**config.mk**
```make
export PLATFORM = sky130hd
export DESIGN_NAME = spi_slave_rx_flat
export DESIGN_NICKNAME = d
export VERILOG_FILES = /design/src/rtl/spi_pkg.sv /design/src/rtl/spi_slave_rx_if.sv /design/src/rtl/spi_sync_edge.sv /design/src/rtl/spi_slave_rx.sv /design/src/flat_wrapper.sv
export SDC_FILE = /design/constraint.sdc
export NUM_CORES = 1
export LEC_CHECK = 0
export CAP_MARGIN = 20
export CORE_MARGIN = 10
export CORE_UTILIZATION = 49
export DETAILED_ROUTE_END_ITERATION = 7
export GPL_ROUTABILITY_DRIVEN = 0
export PLACE_DENSITY = 0.78
export SKIP_CTS_REPAIR_TIMING = 1
export SYNTH_ARGS = -nofsm -noshare
export SYNTH_HDL_FRONTEND = slang
export SYNTH_SLANG_ARGS = --single-unit
```
**constraint.sdc**
```tcl
create_clock -name clk -period 1.7 [get_ports clk]
set_clock_uncertainty 0.15 [all_clocks]
set_input_delay 0.34 -clock clk [delete_from_list [all_inputs] [get_ports clk]]
set_output_delay 0.34 -clock clk [all_outputs]
set_load 0.01 [all_outputs]
```
**src/rtl/spi_pkg.sv**
```systemverilog
// Shared SPI receive types and widths used by the slave receiver and its environment.
package spi_pkg;

  localparam int SPI_WORD_W = 12;

  typedef enum logic [1:0] {
    IDLE,
    LEAD,
    RECV,
    WAIT_CS
  } spi_rx_state_t;

endpackage

```
**src/rtl/spi_slave_rx_if.sv**
```systemverilog
// Serial link plus received-word outputs of the SPI slave receiver.
interface spi_slave_rx_if
  import spi_pkg::*;
#(
  parameter int DATA_W = SPI_WORD_W
);

  logic              sclk;
  logic              cs;
  logic              mosi;
  logic [DATA_W-1:0] dout;
  logic              done;
  logic              busy;
  logic              frame_err;

  modport slave (
    input  sclk, cs, mosi,
    output dout, done, busy, frame_err
  );

  modport master (
    output sclk, cs, mosi,
    input  dout, done, busy, frame_err
  );

endinterface

```
**src/rtl/spi_sync_edge.sv**
```systemverilog
// Multi-flop synchronizer for one asynchronous input, with rise/fall pulses on the synced level.
module spi_sync_edge #(
  parameter int SYNC_STAGES = 2
) (
  input  logic clk,
  input  logic rst,
  input  logic d,
  output logic level,
  output logic rise,
  output logic fall
);

  logic [SYNC_STAGES-1:0] sync_p0;
  logic                   lvl_p1;

  // Synchronizer chain, then one delay flop for edge detection
  always_ff @(posedge clk) begin
    if (rst) begin
      sync_p0 <= '0;
      lvl_p1  <= 1'b0;
    end else begin
      sync_p0 <= {sync_p0[SYNC_STAGES-2:0], d};
      lvl_p1  <= sync_p0[SYNC_STAGES-1];
    end
  end

  assign level = sync_p0[SYNC_STAGES-1];
  assign rise  = level & ~lvl_p1;
  assign fall  = ~level & lvl_p1;

endmodule

```
**src/rtl/spi_slave_rx.sv**
```systemverilog
// SPI slave receiver: samples mosi on synced sclk falling edges, emits one word per cs frame.
module spi_slave_rx
  import spi_pkg::*;
#(
  parameter int DATA_W      = SPI_WORD_W,
  parameter bit LSB_FIRST   = 1'b1,
  parameter int SYNC_STAGES = 2
) (
  input  logic           clk,
  input  logic           rst,
  spi_slave_rx_if.slave  bus
);

  localparam int CNT_W = $clog2(DATA_W + 1);

  logic sclk_lvl, sclk_unused_rise, fall_evt;
  logic cs_lvl, cs_rise, cs_fall;
  logic mosi_lvl, mosi_unused_rise, mosi_unused_fall;

  spi_rx_state_t     state, state_nxt;
  logic              armed;
  logic [DATA_W-1:0] sr, sr_nxt, dout_r;
  logic [CNT_W-1:0]  cnt;
  logic              last_bit;
  logic              sample_en, cnt_clr, load, done_nxt, err_nxt;
  logic              done_r, err_r;

  function automatic logic [DATA_W-1:0] shift_in(input logic [DATA_W-1:0] s, input logic b);
    if (LSB_FIRST) return {b, s[DATA_W-1:1]};
    else           return {s[DATA_W-2:0], b};
  endfunction

  spi_sync_edge #(.SYNC_STAGES(SYNC_STAGES)) u_sync_sclk (
    .clk(clk), .rst(rst), .d(bus.sclk),
    .level(sclk_lvl), .rise(sclk_unused_rise), .fall(fall_evt)
  );

  spi_sync_edge #(.SYNC_STAGES(SYNC_STAGES)) u_sync_cs (
    .clk(clk), .rst(rst), .d(bus.cs),
    .level(cs_lvl), .rise(cs_rise), .fall(cs_fall)
  );

  spi_sync_edge #(.SYNC_STAGES(SYNC_STAGES)) u_sync_mosi (
    .clk(clk), .rst(rst), .d(bus.mosi),
    .level(mosi_lvl), .rise(mosi_unused_rise), .fall(mosi_unused_fall)
  );

  assign sr_nxt   = shift_in(sr, mosi_lvl);
  assign last_bit = (cnt == CNT_W'(DATA_W - 1));

  always_ff @(posedge clk) begin
    if (rst) state <= IDLE;
    else     state <= state_nxt;
  end

  // cs_rise has priority over a coincident sclk fall in every busy state
  always_comb begin
    state_nxt = state;
    case (state)
      IDLE:    if (cs_fall && armed) state_nxt = LEAD;
      LEAD:    if (cs_rise) state_nxt = IDLE;
               else if (fall_evt) state_nxt = RECV;
      RECV:    if (cs_rise) state_nxt = IDLE;
               else if (fall_evt && last_bit) state_nxt = WAIT_CS;
      WAIT_CS: if (cs_rise) state_nxt = IDLE;
      default: state_nxt = IDLE;
    endcase
  end

  always_comb begin
    sample_en = 1'b0;
    cnt_clr   = 1'b0;
    load      = 1'b0;
    done_nxt  = 1'b0;
    err_nxt   = 1'b0;
    case (state)
      LEAD: begin
        if (cs_rise)       err_nxt = 1'b1;
        else if (fall_evt) cnt_clr = 1'b1;
      end
      RECV: begin
        if (cs_rise) err_nxt = 1'b1;
        else if (fall_evt) begin
          sample_en = 1'b1;
          if (last_bit) begin
            load     = 1'b1;
            done_nxt = 1'b1;
          end
        end
      end
      WAIT_CS: if (!cs_rise && fall_evt) err_nxt = 1'b1;
      default: ;
    endcase
  end

  // Registered datapath and strobes; armed blocks frames already in flight at reset release
  always_ff @(posedge clk) begin
    if (rst) begin
      armed  <= 1'b0;
      sr     <= '0;
      cnt    <= '0;
      dout_r <= '0;
      done_r <= 1'b0;
      err_r  <= 1'b0;
    end else begin
      armed  <= armed | cs_lvl;
      done_r <= done_nxt;
      err_r  <= err_nxt;
      if (cnt_clr)        cnt <= '0;
      else if (sample_en) cnt <= cnt + 1'b1;
      if (sample_en) sr     <= sr_nxt;
      if (load)      dout_r <= sr_nxt;
    end
  end

  assign bus.dout      = dout_r;
  assign bus.done      = done_r;
  assign bus.frame_err = err_r;
  assign bus.busy      = (state != IDLE);

endmodule
```
**src/flat_wrapper.sv**
```systemverilog
// flat-port wrapper written by rule: the top's interface ports become plain ports
module spi_slave_rx_flat import spi_pkg::*;
#(
  parameter int DATA_W      = SPI_WORD_W,
  parameter bit LSB_FIRST   = 1'b1,
  parameter int SYNC_STAGES = 2
)
  (clk, rst, bus_sclk, bus_cs, bus_mosi, bus_dout, bus_done, bus_busy, bus_frame_err);
  spi_slave_rx_if #(.DATA_W(DATA_W)) bus_i ();
  input  logic clk;
  input  logic rst;
  input wire logic [$bits(bus_i.sclk)-1:0] bus_sclk;
  input wire logic [$bits(bus_i.cs)-1:0] bus_cs;
  input wire logic [$bits(bus_i.mosi)-1:0] bus_mosi;
  output wire logic [$bits(bus_i.dout)-1:0] bus_dout;
  output wire logic [$bits(bus_i.done)-1:0] bus_done;
  output wire logic [$bits(bus_i.busy)-1:0] bus_busy;
  output wire logic [$bits(bus_i.frame_err)-1:0] bus_frame_err;
  assign bus_i.sclk = bus_sclk;
  assign bus_i.cs = bus_cs;
  assign bus_i.mosi = bus_mosi;
  assign bus_dout = bus_i.dout;
  assign bus_done = bus_i.done;
  assign bus_busy = bus_i.busy;
  assign bus_frame_err = bus_i.frame_err;
  spi_slave_rx #(.DATA_W(DATA_W), .LSB_FIRST(LSB_FIRST), .SYNC_STAGES(SYNC_STAGES)) u_core (.clk(clk), .rst(rst), .bus(bus_i));
endmodule
```
# --- Word-level counts from Yosys, hierarchy flattened ---
# Cells that the tools add are included.
op_classes:
  n_addsub: 1
  eq_ne: 8
  n_mux: 18
  bitwise: 7
  n_reduce_logical: 9
op_table:
  columns: ["op", "count"]
  rows:
  - ["2-bit 2-to-1 mux", 6]
  - ["1-bit 2-to-1 mux", 10]
  - ["2-bit one-hot mux with 4 select lines", 1]
  - ["3-bit by 1-bit != test with 1-bit output (second input constant)", 2]
  - ["4-bit by 1-bit adder with 4-bit output (second input constant)", 1]
  - ["2-bit equality test (second input constant)", 2]
  - ["4-bit equality test (second input constant)", 1]
  - ["2-bit by 1-bit != test with 1-bit output (second input constant)", 2]
  - ["4-bit AND reduction", 1]
  - ["2-bit OR reduction", 2]
  - ["1-bit AND", 3]
  - ["1-bit logical AND", 3]
  - ["1-bit NOT", 3]
  - ["2-bit by 1-bit equality test with 1-bit output (second input constant)", 1]
  - ["2-bit logical NOT", 1]
  - ["1-bit one-hot mux with 2 select lines", 1]
  - ["2-bit nonzero test", 1]
  - ["1-bit logical NOT", 1]
  - ["1-bit OR", 1]
totals:
  register_bits: 41
  inputBits: 5
  output_inout_bits: 15
  wordCells: 55

# --- Longest topological paths before layout ---
depth:
  word_depth: 6
  mapped_depth: 8
  ltp_nobuf: 6

# --- Hierarchy ---
# Synthesis repeated with hierarchy kept, for this count alone.
unflattened:
  hier_cells: 166
  area_unflattened_um2: 1587.8
modules_own_cells:
  columns: ["module", "n_inst", "cells_per_inst", "area_each_um2", "seq_area_each_um2"]
  rows:
  - ["spi_slave_rx", 1, 142, 1313.8, 640.6]
  - ["spi_sync_edge", 3, 8, 91.3, 60.1]

# --- Least setup slack after synthesis ---
# OpenSTA, ideal clock, no wires.
synth_timing:
  kind: "register -> register"
  startpoint: "reg u_core.state[0]"
  endpoint: "reg u_core.dout_r[0] (netlist: u_core.bus.dout[0])"
  setup_ns: 0.072
  t_arrival_ns: 1.525
  t_required_ns: 1.478
  setup_slack_ns: -0.047
  path_stages_with_launch: 9
  path_buffers: 2
  period_less_slack_ns: 1.747
  path_cell_list: "dfxtp_1 inv_1 ha_1 inv_2 nor3_4 and3_1 buf_6 buf_12 mux2i_1"
synth_between:
  elab_chain_cells: 2
synth_lines:
  columns: ["item", "line", "source"]
  rows:
  - ["start: declaration", "spi_slave_rx.sv:20", "spi_rx_state_t state, state_nxt;"]
  - ["start signal: assignment", "spi_slave_rx.sv:53", "else state <= state_nxt;"]
  - ["2-bit equality test", "spi_slave_rx.sv:76", "case (state)"]
  - ["1-bit 2-to-1 mux", null, null]
  - ["end signal: assignment", "spi_slave_rx.sv:112", "if (load) dout_r <= sr_nxt;"]
  - ["end: declaration", "spi_slave_rx.sv:22", "logic [DATA_W-1:0] sr, sr_nxt, dout_r;"]
# Every way passes these cells.
# A chain may end at the register's enable or synchronous reset.

# --- Worst setup path in the final report ---
layout_timing:
  startpoint: "reg u_core.state[0]"
  endpoint: "reg u_core.state[0]"
layout_between:
  elab_chain_cells: 3
  word_cells_on_any_way: 10
  classes_between: "eq/ne (7); mux (1); reduce/logical (2)"
layout_lines:
  columns: ["item", "line", "source"]
  rows:
  - ["2-bit equality test (tied with other cells)", "spi_slave_rx.sv:59", "case (state)"]
  - ["3-bit by 1-bit != test with 1-bit output (no line) or 2-bit by 1-bit != test with 1-bit output (tied branches)", null, null]
  - ["4-bit AND reduction (no line)", null, null]
# Parallel ways exist; a longest one is shown, timed or not.

==> key figures <==
CTS
  • TritonCTS clock tree: built
  • Clk sinks: 40
  • Root buf cell: clkbuf_4
  • TritonCTS Buffers: 5
  • Max Root-Sink Buffers: 2
  • Worst-skew pair later-pin latency: 0.34 ns
  • Worst-path clk slew: 0.10 ns
  • H-tree Lvls: 2

Logic synthesis
  • Cells after Synth: 177
  • Share of the yosys chip area belonging to registers: 0.4769
  • Prevailing post-synth register cell: dfxtp_1
  • Top area cells in the synthesized netlist: dfxtp_1 48%, nand2b_1 9.7%, mux2i_1 7.7%, nand2_1 5.6%, ha_1 4.5%
  • Yosys reg bits: 40
  • Synth area leader: dfxtp_1
  • Complex-gate fraction of the synthesized area: 0.07004
  • Post-synthesis adder-cell area fraction: 0.04471
  • Distinct cells, synth: 30
  • Xor and xnor area share after synthesis: 0.01565
  • Synth top area share: 0.4769
  • Mux share of post-synthesis cell area: 0.08420
  • Netlist Area Pre-Place: roughly 1700 µm²
  • Synth Area in Simple Gates: 0.2571
  • Syn Area/Cell: 9.486 µm²
  • Syn Nets: 188
  • Top cells by count, synth: 40 x dfxtp_1, 26 x nand2b_1, 25 x nand2_1
  • Synth warn: 0
  • Largest family of logic cells by synthesized area: simple AND/OR/NAND/NOR gates
  • Async S/R FF share, synth: 0
  • Top-count cell post-synth: dfxtp_1
  • Number of synthesized flops with an enable pin: 0

Status
  • Outcome: completed

Power
  • Pint: 1.236 mW
  • Total Power: 1.620 mW
  • Switching Power: 384.1 µW
  • LEAKAGE: roughly 1 nW
  • Power density cells: 783.3 nW/µm²
  • Switching Fraction: 0.2371
  • Worst vdd ir: 0.5635 mV
  • Reg power frac: 0.596
  • Clock Power Share: 0.302
  • Logic pwr share: 0.102

Timing
  • Max-slew headroom: 0.7816
  • FMAX: 613.6 MHz
  • Final setup violation count: 0
  • Final Slew Violations: 0
  • Final hold violations: 0
  • Worst-Margin Slew: 0.3246 ns
  • RSZ-0062 raised after global routing: false
  • Fin crit period: 1.630 ns
  • Final worst-path cycle share: 0.9587

Global route
  • Gr ovfl total: 0
  • Tot GR Track Use: 0.09818
  • Initial antenna violation count: 0
  • Largest net degree at the start of global routing: 40
  • First-pass GRT wire length: 4968 µm
  • Vias in the first global route: 1172

Cells and area
  • # diodes: 0
  • Layout Utilization: 0.6198
  • Area growth, synth to finish: 23.17%
  • Share of cells above drive strength 1: 0.1512
  • Post-route cell area: 2068 µm²
  • Nets: roughly 220

Route
  • Final antenna-violating net count: 0
  • Initial DRC count: 54
  • Routed len/inst: around 12 µm
  • DRC: 0
  • Initial DRT Pass Iterations: 4
  • Met3 WL: 170 µm
  • Met1 wire length: 1377 µm
  • DR vias/cell: 4.801
  • Via Count: roughly 1200
  • Wire length on met2: around 1500 µm
  • Final WL: 3054 µm
  • Top layer in use: met4

Floorplan
  • DIE AREA: just over 6000 µm²
  • I/O Pins: 20
  • Core area: between 3000 and 4000 µm²
  • Rows: 21
  • Die X: 78.54 µm
  • Initial Utilization: 0.5032
  • Die height: 78.54 µm

Placement
  • # port buffers: 19
  • Placement Cell Area: approximately 2000 µm²
  • Post-DP HPWL: 2163 µm

Worst setup path
  • CP Max Fanout: 4
  • Crit start category: register
  • CP endpoint kind: register
  • Crit path required time: 1.79 ns
  • Worst path arrival time: 1.72 ns
  • Crit Path Class: register to register

Job
  • Max-cap viol count: 0

Hold path
  • Hold Path Class: register to register
[through the flow]
| stage | TNS [ns] | cells | hold WS [ns] | worst slack, ns |
|---|---|---|---|---|
| 2_1_floorplan | 0 | 177 | 0.2638 | 0.04146 |
| 3_5_place_dp | -0.02458 | 242 | 0.2704 | -0.01984 |
| 3_3_place_gp | 0 | 242 | 0.2711 | 0.04696 |
| 6_report | 0 | 251 | 0.2938 | 0.07018 |
| 4_1_cts | -1.010 | 250 | 0.2953 | -0.4149 |
| 5_1_grt | 0 | 251 | 0.3119 | 0.02029 |
[worst paths after layout]
path                                      start                             to  slack, ns  depth (start not counted)
hold / removal    u_core.u_sync_sclk.sync_p0[0]  u_core.u_sync_sclk.sync_p0[1]       0.29                          1
setup / recovery                u_core.state[0]                u_core.state[0]       0.07                          6
setup reg to reg                u_core.state[0]                u_core.state[0]       0.07                          6
hold reg to reg   u_core.u_sync_sclk.sync_p0[0]  u_core.u_sync_sclk.sync_p0[1]       0.29                          1
[state kept, by name, summed over array words and instances, names as in the netlist]
signal,flops
u_core.sr,11
u_core.bus.frame_err,1
u_core.u_sync_mosi.sync_p0,2
u_core.u_sync_sclk.sync_p0,2
u_core.bus.dout,12
u_core.cnt,4
u_core.bus.done,1
u_core.armed,1
u_core.u_sync_cs.sync_p0,2
u_core.u_sync_cs.lvl_p1,1
u_core.state,2
u_core.u_sync_sclk.lvl_p1,1
[power by group through the flow]
stage	clock network (mW)	logic (mW)	registers, mW
finish	0.490	0.165	0.966
global route	0.549	0.181	0.967
CTS	0.508	0.151	0.960
detailed placement	0	0.149	0.981
global placement	0	0.142	0.979
floorplan	0	0.0927	0.980
[layout make-up]
cell class	count	area, µm²
clock buffers	6	51.30
clock inverters	2	10.01
fillers	311	1269
inverters	4	17.52
multi-input cells	123	800.8
flip-flops and latches	40	803.3
well taps	46	57.56
repair buffers	30	327.8
[metal layers]
metal,global-route usage,vias up
li1,-,626
met2,0.1612,26
met5,0,-
met3,0.04328,4
met4,0.04839,0
met1,0.1056,549
[cells by family (layout without fill, tap and decap cells)]
group,count (synthesis),in the layout
flops,40,40
xor+xnor,3,3
buf+inv,14,42
compound gates,20,20
simple gates,80,80
mux,14,14
fa+ha+maj,6,6
[cell usage in the layout (no fill, tap or decap), types with 2 or more instances in the layout]
cell,instances
a21oi_1,14
buf_12,2
buf_4,9
clkbuf_4,5
clkdlybuf4s50_1,4
clkinv_2,2
dfxtp_1,38
dfxtp_2,2
dlymetal6s2s_1,14
ha_1,4
ha_2,2
inv_2,2
mux2i_1,13
nand2_1,25
nand2b_1,26
nand3_1,2
nor2_1,8
nor2b_1,11
nor3_1,2
o21ai_0,2
xnor2_1,2
[critical path, stage by stage (launching register included)]
cell      delay [ns]
dfxtp_2         0.36
inv_4           0.07
ha_2            0.18
inv_2           0.05
a311o_1         0.28
o211ai_2        0.11
mux2_4          0.32
Power figures use the tool's default switching activity.
